$ cat src/rtl/parity_stream_arbiter.sv
// Packet-granular round-robin merge of the odd- and even-parity AXI-Stream outputs
// of the parity filter into one stream, with a wrapping per-source packet count.
module parity_stream_arbiter #(
    parameter int DATA_W = 8,
    parameter int CNT_W  = 16
) (
    input  logic              a_clk,
    input  logic              axis_aresetn,
    input  logic              axis_s_tvalid_odd,
    input  logic [DATA_W-1:0] axis_s_tdata_odd,
    input  logic              axis_s_tlast_odd,
    output logic              axis_s_tready_odd,
    input  logic              axis_s_tvalid_even,
    input  logic [DATA_W-1:0] axis_s_tdata_even,
    input  logic              axis_s_tlast_even,
    output logic              axis_s_tready_even,
    output logic              axis_m_tvalid,
    output logic [DATA_W-1:0] axis_m_tdata,
    output logic              axis_m_tlast,
    input  logic              axis_m_tready,
    output logic              grant_odd,
    output logic              grant_even,
    output logic [CNT_W-1:0]  pkt_cnt_odd,
    output logic [CNT_W-1:0]  pkt_cnt_even
);

    typedef enum logic [1:0] {
        IDLE     = 2'd0,
        GNT_ODD  = 2'd1,
        GNT_EVEN = 2'd2
    } state_t;

    typedef enum logic {
        SRC_ODD  = 1'b0,
        SRC_EVEN = 1'b1
    } src_t;

    state_t state, state_nxt;
    src_t   last_grant, last_grant_nxt;
    logic   eop_odd, eop_even;

    // End of packet: the tlast beat of the owning source actually handshakes.
    assign eop_odd  = (state == GNT_ODD)  && axis_s_tvalid_odd  && axis_m_tready && axis_s_tlast_odd;
    assign eop_even = (state == GNT_EVEN) && axis_s_tvalid_even && axis_m_tready && axis_s_tlast_even;

    // The reset name is inherited from the stream interface, but it is active-high here.
    always_ff @(posedge a_clk or posedge axis_aresetn) begin
        if (axis_aresetn) begin
            state        <= IDLE;
            last_grant   <= SRC_EVEN;
            pkt_cnt_odd  <= '0;
            pkt_cnt_even <= '0;
        end else begin
            // NOTE: non-blocking assignments keep every register sampling pre-edge values,
            // so the order of these lines cannot change behaviour.
            state      <= state_nxt;
            last_grant <= last_grant_nxt;
            if (eop_odd)
                pkt_cnt_odd <= pkt_cnt_odd + CNT_W'(1);
            if (eop_even)
                pkt_cnt_even <= pkt_cnt_even + CNT_W'(1);
        end
    end

    always_comb begin
        // NOTE: assigning every output a default first means no path leaves a value held,
        // which is what would otherwise infer a latch.
        state_nxt      = state;
        last_grant_nxt = last_grant;
        case (state)
            IDLE: begin
                if (axis_s_tvalid_odd && axis_s_tvalid_even)
                    state_nxt = (last_grant == SRC_EVEN) ? GNT_ODD : GNT_EVEN;
                else if (axis_s_tvalid_odd)
                    state_nxt = GNT_ODD;
                else if (axis_s_tvalid_even)
                    state_nxt = GNT_EVEN;
            end
            GNT_ODD: begin
                if (eop_odd) begin
                    last_grant_nxt = SRC_ODD;
                    state_nxt      = axis_s_tvalid_even ? GNT_EVEN : IDLE;
                end
            end
            GNT_EVEN: begin
                if (eop_even) begin
                    last_grant_nxt = SRC_EVEN;
                    state_nxt      = axis_s_tvalid_odd ? GNT_ODD : IDLE;
                end
            end
            default: state_nxt = IDLE;
        endcase
    end

    // Zero-latency pass-through of the owning source; data is masked while it is not valid.
    always_comb begin
        axis_m_tvalid      = 1'b0;
        axis_m_tdata       = '0;
        axis_m_tlast       = 1'b0;
        axis_s_tready_odd  = 1'b0;
        axis_s_tready_even = 1'b0;
        grant_odd          = 1'b0;
        grant_even         = 1'b0;
        case (state)
            GNT_ODD: begin
                grant_odd         = 1'b1;
                axis_s_tready_odd = axis_m_tready;
                axis_m_tvalid     = axis_s_tvalid_odd;
                if (axis_s_tvalid_odd) begin
                    axis_m_tdata = axis_s_tdata_odd;
                    axis_m_tlast = axis_s_tlast_odd;
                end
            end
            GNT_EVEN: begin
                grant_even         = 1'b1;
                axis_s_tready_even = axis_m_tready;
                axis_m_tvalid      = axis_s_tvalid_even;
                if (axis_s_tvalid_even) begin
                    axis_m_tdata = axis_s_tdata_even;
                    axis_m_tlast = axis_s_tlast_even;
                end
            end
            default: ;
        endcase
    end

endmodule

$ cat config.mk
export PLATFORM = sky130hd
export DESIGN_NAME = parity_stream_arbiter
export DESIGN_NICKNAME = d
export VERILOG_FILES = /design/src/rtl/parity_stream_arbiter.sv
export SDC_FILE = /design/constraint.sdc
export NUM_CORES = 1
export LEC_CHECK = 0
export BUFFER_PORTS_ARGS = -buffer_cell sky130_fd_sc_hd__buf_2
export CAP_MARGIN = 20
export CORE_UTILIZATION = 40
export DETAILED_ROUTE_END_ITERATION = 8
export PLACE_DENSITY_LB_ADDON = 0.08
export SLEW_MARGIN = 30
export SYNTH_ARGS = -nofsm -noshare
export SYNTH_HDL_FRONTEND = slang
export SYNTH_SLANG_ARGS = --single-unit
$ cat constraint.sdc
create_clock -name a_clk -period 2.4 [get_ports a_clk]
set_input_delay 0.36 -clock a_clk [delete_from_list [all_inputs] [get_ports a_clk]]
set_output_delay 0.36 -clock a_clk [all_outputs]
set_load 0.03 [all_outputs]
After elaboration in Yosys (flattened, before gate mapping) --
Cells that the tools add are included.
Storage, ports and cells: register bits after elaboration 35, input port bits 23, output and inout bits 46, logic and storage cells 45
Operators by class: add/subtract/negate cells 2, equal/unequal tests 5, multiplexer cells 23, reductions and logical operators 11
Operator list (number):
- $add 16x1->16 const B | 2
- $mux 8 | 2
- $pmux 8 s2 | 1
- $mux 2 | 7
- $mux 1 | 9
- $logic_and 1x1->1 | 7
- $pmux 1 s2 | 3
- $pmux 2 s3 | 1
- $reduce_and 3->1 | 2
- $ne 2x2->1 const B | 2
- $ne 4x4->1 const B | 1
- $eq 2x1->1 const B | 1
- $eq 2x2->1 const B | 1
- $logic_not 2->1 | 1
- $reduce_bool 2->1 | 1

Logic depth before layout (Yosys ltp) --
Gate-level depths: netlist of the first run.
word-level depth 6, depth in mapped cells 7, depth with buffers taken out 6

Worst setup path after synthesis of the first run --
OpenSTA, ideal clock, no wires.
path type reg2out, start register state[0], end output axis_m_tdata[0], arrival 1.951 ns, required time 2.040 ns, slack 0.089 ns, cell stages (with the launch flop) 7, buffers on the path 1, cell sequence dfrtp_1 inv_1 ha_1 and2_1 clkbuf_1 a22oi_1 nor2b_1
Between the ends: cells in the longest elaborated chain, start to end 2, elaborated cells on any way between the ends 3, those cells by class eq/ne: 2; mux: 1
Ends and longest elaborated chain:
- start, declared | RTL line 38 | state_t state, state_nxt;
- start signal, assigned | RTL line 56 | state <= state_nxt;
- $eq 2x2->1 or $eq 2x1->1 (tied branches) | RTL line 104 | case (state)
- $pmux 8 s2 (*) | RTL line 104
- end, declared | RTL line 18 | output logic [DATA_W-1:0] axis_m_tdata,
Mark *: on every way between the ends. The rest lies on a longest branch, timed or not.

Worst setup path in the final report of the first run --
Ends and elaborated chain as after synthesis.

==> impl_metrics.env, run 1 <==
export IMPL_run_status="finished, final reports clean"
export IMPL_wirelength_mm=3.83
export IMPL_report_final_slew_viol_count=0
export IMPL_clock_fmax_ghz=0.444
export IMPL_grt_start_max_net_pins=36
export IMPL_layout_area_overhead_vs_synth_pct=28.8
export IMPL_fin_crit_sh=0.938
export IMPL_wl_met2_mm=1.73
export IMPL_syn_num_nets=207
export IMPL_synth_most_common_cell="dfrtp_1"
export IMPL_reg2reg_from="state[1]"
export IMPL_routed_wire_length_per_instance_um=12.5
export IMPL_synthCells=178
export IMPL_regToRegEndpoint="state[1]"
export IMPL_clockBufferDepth=2
export IMPL_fp_dieW_um=70.0
export IMPL_drt_initial_drc_count=88
export IMPL_setup_viol=0
export IMPL_synth_area_mm2=0.00185
export IMPL_finalHoldViolations=0
export IMPL_register_area_um2=877
export IMPL_finalClockSkew_ns=0.00658
export IMPL_postCtsSetupBuffers=0
export IMPL_synth_edf_count=0
export IMPL_route_detailed_drc=0
export IMPL_htreeDepth=2
export IMPL_grtUsageTotal=0.167
export IMPL_min_path_type="input pin to async pin"
export IMPL_synth_common_cells="34 x dfrtp_1, 18 x xnor2_1, 14 x nand2_1"
export IMPL_antenna_found_initial=0
export IMPL_grt_pass1_vias=1432
export IMPL_tightest_slew_ns=0.424
export IMPL_post_cts_resized=0
export IMPL_ys_ff_latch=35
export IMPL_cts_hold_buffers=0
export IMPL_fin_area_mm2=0.00238
export IMPL_synth_top_cells_by_area="dfrtp_1 46%, xnor2_1 8.5%, xor2_1 5.7%"
export IMPL_first_pass_iters=4
export IMPL_dieArea_mm2=0.00490
export IMPL_port_buffers=68
export IMPL_fp_dieH_um=70.0
export IMPL_vias_per_cell=4.94
export IMPL_synthDistinctLibCells=33
export IMPL_cts_root_buf="clkbuf_8"
export IMPL_rows=24
export IMPL_top_layer="met4"
export IMPL_yosysWarnings=0
export IMPL_synthArstFlopShare=1.00
export IMPL_drive_gt1_frac=0.358
export IMPL_via_count=1511
export IMPL_synth_main_ff_cell="dfrtp_1"
export IMPL_maxCapViolations=0
export IMPL_r2r_slack_ns=0.39
export IMPL_place_congestion=0.762
export IMPL_rsz0062_at_grt="false"
export IMPL_syn_area_per_cell_um2=10.4
export IMPL_synth_top_area_cell="dfrtp_1"
export IMPL_ant_nets=0
export IMPL_gr_total_overflow=0
export IMPL_postPlaceCellArea_mm2=0.00226
export IMPL_worstSetupPathType="flop to output pin"
export IMPL_leakagePower_nw=1.27
export IMPL_p_per_area_mw_per_mm2=820
export IMPL_worstPathArrival_ns=1.89
export IMPL_insertedDiodeCount=0
export IMPL_crit_fanout=11
export IMPL_cts_tree="yes"
export IMPL_fp_coreArea_mm2=0.00438
export IMPL_initial_core_util=0.422
export IMPL_cp_start_kind="flop"
export IMPL_clkTransAtPathRegs_ns=0.08
export IMPL_met1_length_mm=1.91
export IMPL_crit_path_end_kind="output pin"
export IMPL_numClockSinks=35
export IMPL_nNetsFinal=282
export IMPL_period_minus_slack_ns=2.25
export IMPL_ys_seq_area_frac=0.475
export IMPL_clock_latency_ns=0.28
export IMPL_boundaryPins=69
export IMPL_tns_ns=0
export IMPL_ff2ff_path_depth=6
export IMPL_nFillCells=421
export IMPL_required_ns=2.04
export IMPL_cts_made_buffers=5
export IMPL_slew_headroom=0.717
export IMPL_synth_top_cell_area_share=0.460
export IMPL_dp_hpwl_mm=2.90
export IMPL_peakVddDrop_v=0.000435
export IMPL_grt_pass1_wl_mm=6.59
export IMPL_wl_met3_um=159
export IMPL_multi_input_area_um2=932
[worst max-delay path, stage by stage (launching register included)]
cell	delay, ns
dfrtp_1	0.40
inv_1	0.11
ha_1	0.34
and2_2	0.34
a22oi_1	0.10
nor2b_1	0.12
buf_2	0.20
[cell usage in the layout, fill, tap and decap left out, drive strengths merged, types with 2 or more instances in the layout]
master / count
nand3: 11
inv: 8
nand2: 14
and4: 3
clkbuf: 5
nand4: 8
buf: 71
xnor2: 18
dfrtp: 34
clkinv: 2
ha: 6
a22oi: 9
a21oi: 3
nand2b: 3
and2: 5
xor2: 12
nor2: 13
and3: 6
nor2b: 10
[per-stage QoR]
stage / total power [W] / hold slack (ns) / std cells / setup slack, ns / util
floorplan: 0.00124 / 0.500 / 178 / 0.0889 / -
detailed placement: 0.00143 / 0.458 / 298 / 0.353 / 0.516
global placement: 0.00143 / 0.451 / 298 / 0.371 / 0.516
global route: 0.00207 / 0.199 / 306 / 0.0107 / 0.543
finish: 0.00195 / 0.152 / 306 / 0.149 / 0.543
CTS: 0.00197 / 0.165 / 306 / 0.0542 / 0.542
[final cells by class]
type                       instances  share of cell area
multi-input combinational        132               0.392
sequential                        35               0.369
timing repair buffer              71               0.152
clock buffer                       5              0.0289
tap                               52              0.0273
clock inverter                     3              0.0184
inverter                           8              0.0126
[registers in the layout, indices dropped and copies added (netlist names)]
register / cells
state: 2
pkt_cnt_even: 16
pkt_cnt_odd: 16
last_grant: 1
[power by group]
part	total [W]	internal [W]	switching, W
registers	0.000733	0.000657	0.0000760
logic	0.000691	0.000264	0.000427
clock network	0.000528	0.000309	0.000218
[per-layer routing]
metal  track usage  vias to the layer above
li1              -                      759
met1         0.235                      707
met2         0.254                       40
met3        0.0433                        5
met4        0.0444                        0
met5             0                        -
[worst max-delay path by stage]
stage	start	end	slack, ns	depth (start not counted)
CTS	state[0]	axis_m_tdata[0]	0.05	6
global route	state[0]	axis_m_tlast	0.01	6
floorplan	state[0]	axis_m_tdata[0]	0.09	6
global placement	state[0]	axis_m_tdata[0]	0.37	6
detailed placement	state[1]	state[1]	0.35	6
finish	state[0]	axis_m_tdata[0]	0.15	6
[kinds of logic after synthesis]
| logic type | after synthesis | synth area share |
|---|---|---|
| buffers and inverters | 11 | 0.0230 |
| muxes | 2 | 0.0115 |
| and+or+nand+nor | 78 | 0.246 |
| AOI/OAI and AO/OA | 16 | 0.0616 |
| DFF | 35 | 0.475 |
| xor gates and xnor gates | 30 | 0.142 |
| adders and majority gates | 6 | 0.0406 |
(Power assumes the default switching activity.)
==> run 2: changes to the inputs <==
--- a/config.mk
+++ b/config.mk
@@ -9,7 +9,8 @@
 export CAP_MARGIN = 20
 export CORE_UTILIZATION = 40
 export DETAILED_ROUTE_END_ITERATION = 8
-export PLACE_DENSITY_LB_ADDON = 0.08
+export PLACE_DENSITY = 0.67
+export REMOVE_ABC_BUFFERS = 1
 export SLEW_MARGIN = 30
 export SYNTH_ARGS = -nofsm -noshare
 export SYNTH_HDL_FRONTEND = slang
==> run 2 against run 1 <==
Compared with the run above: design area down 0.53%; worst hold slack better by 0.0037 ns; setup slack better by 0.096 ns; die area unchanged; critical path depth unchanged; routed wire length down 5.4%; sequential share of layout area up 0.19 points; first-iteration DRC count down 43%; final cell count unchanged; register-to-register slack better by 0.05 ns; critical endpoint is now axis_m_tlast; largest cell class unchanged.
==> impl_metrics.env, run 2 (synthesis gave the netlist of run 1 again) <==
export IMPL_run_status="finished, final reports clean"
export IMPL_reg2reg_from="state[1]"
export IMPL_clock_latency_ns=0.28
export IMPL_setup_viol=0
export IMPL_vias_per_cell=5.03
export IMPL_nFillCells=416
export IMPL_startpoint="state[0]"
export IMPL_path_cells="inv_1 -> ha_2 -> and2_2 -> a22oi_1 -> nor2b_1 -> buf_2"
export IMPL_worstPathArrival_ns=1.79
export IMPL_met2_usage=0.264
export IMPL_drive_gt1_frac=0.354
export IMPL_met3_usage=0.0390
export IMPL_mostFrequentLayoutCells="68 x buf_2, 34 x dfrtp_1, 18 x xnor2_1"
export IMPL_max_stage_delay_ns=0.40
export IMPL_tns_ns=0
export IMPL_crit_path_end_kind="output pin"
export IMPL_cp_start_kind="flop"
export IMPL_initial_core_util=0.422
export IMPL_fp_coreArea_mm2=0.00438
export IMPL_period_minus_slack_ns=2.15
export IMPL_clockBufferDepth=2
export IMPL_layout_area_overhead_vs_synth_pct=28.1
export IMPL_route_detailed_drc=0
export IMPL_port_buffers=68
export IMPL_grtUsageTotal=0.160
export IMPL_slew_headroom=0.681
export IMPL_drt_initial_drc_count=50
export IMPL_final_cell_count_no_fill=306
export IMPL_grtUsageMet1=0.196
export IMPL_cts_made_buffers=5
export IMPL_fp_dieW_um=70.0
export IMPL_first_pass_iters=4
export IMPL_boundaryPins=69
export IMPL_crit_fanout=11
export IMPL_numClockSinks=35
export IMPL_place_inst=298
export IMPL_path_delay_family="simple AND/OR/NAND/NOR gates"
export IMPL_report_final_slew_viol_count=0
export IMPL_nNetsFinal=282
export IMPL_cp_num_buf_inv=2
export IMPL_p_per_area_mw_per_mm2=799
export IMPL_finalHoldViolations=0
export IMPL_multi_input_area_um2=932
export IMPL_grt_start_max_net_pins=36
export IMPL_place_congestion=0.760
export IMPL_cts_hold_buffers=0
export IMPL_dieArea_mm2=0.00490
export IMPL_clock_fmax_ghz=0.464
export IMPL_peakVddDrop_v=0.000410
export IMPL_required_ns=2.04
export IMPL_clkTransAtPathRegs_ns=0.07
export IMPL_ant_nets=0
export IMPL_grt_pass1_wl_mm=6.21
export IMPL_register_area_um2=877
export IMPL_grt_pass1_vias=1423
export IMPL_htreeDepth=2
export IMPL_final_common_cell="buf_2"
export IMPL_reg_top3="pkt_cnt_even: 16 flops, pkt_cnt_odd: 16 flops, state: 2 flops"
export IMPL_fp_dieH_um=70.0
export IMPL_cp_slowest_cell="dfrtp_1"
export IMPL_cts_root_buf="clkbuf_8"
export IMPL_busiest_layer="met2"
export IMPL_gr_total_overflow=0
export IMPL_dp_hpwl_mm=2.75
export IMPL_via_count=1539
export IMPL_antenna_found_initial=0
export IMPL_worstSetupPathType="flop to output pin"
export IMPL_maxCapViolations=0
export IMPL_cts_tree="yes"
export IMPL_fin_crit_sh=0.898
export IMPL_routed_wire_length_per_instance_um=11.8
export IMPL_wirelength_mm=3.63
export IMPL_finalClockSkew_ns=0.00498
export IMPL_rows=24
export IMPL_min_path_type="input pin to async pin"
export IMPL_rsz0062_at_grt="false"
export IMPL_insertedDiodeCount=0
export IMPL_tightest_slew_ns=0.475
export IMPL_leakagePower_nw=1.26
==> run 2: cell count changes in the layout (fill, tap and decap cells not counted) <==
cell / change
bufinv_16: -1
clkbuf_1: +1
clkbuf_8: +2
clkinv_2: -1
clkinv_4: -1
==> run 2: worst register-to-register path, stage by stage, from the launching register on <==
cell and delay (ns):
dfrtp_1 0.41, inv_1 0.09, ha_1 0.19, and2_1 0.16, nand3_1 0.14, a221oi_1 0.48
mux2_1 0.36
==> run 2: report_power, final <==
group	switching (W)	internal [W]
combinational	0.000430	0.000273
clock	0.000197	0.000262
sequential	0.0000738	0.000657
total	0.000701	0.00119
==> run 2: final cells by class <==
class / count / area share
clock buffers: 8 / 0.0423
inverters: 8 / 0.0127
multi-input cells: 132 / 0.394
flip-flops and latches: 35 / 0.371
well taps: 52 / 0.0275
repair buffers: 71 / 0.153
==> run 2: final timing paths <==
path | end | slack [ns] | cells past startpoint
worst max-delay path | axis_m_tlast | 0.25 | 6
worst min-delay path | pkt_cnt_even[13] | 0.16 | 3
worst max register to register | state[1] | 0.44 | 6
worst min register to register | pkt_cnt_even[15] | 0.47 | 1
max in group asynchronous | last_grant | 1.91 | 3
min in group a_clk | pkt_cnt_even[0] | 0.46 | 3
==> run 2: stage by stage <==
step | worst slack, ns | util | instance area [µm²] | hold slack (ns) | power [W]
floorplan | 0.115 | - | 1840 | 0.500 | 0.00124
global placement | 0.389 | 0.516 | 2260 | 0.451 | 0.00143
detailed placement | 0.343 | 0.516 | 2260 | 0.463 | 0.00144
CTS | 0.0176 | 0.539 | 2360 | 0.171 | 0.00191
global route | 0.0849 | 0.540 | 2370 | 0.199 | 0.00200
finish | 0.245 | 0.540 | 2370 | 0.155 | 0.00189
==> run 2: routing by layer <==
layer	part of all wire	vias up
li1	-	761
met1	0.46	704
met2	0.46	68
met3	0.061	6
met4	0.020	0
met5	0	-
==> run 2: repair_timing <==
action                                  in CTS  in global routing
resized for setup                            0                  2
buffers inserted                             0                  0
endpoints found under the setup margin       0                 10
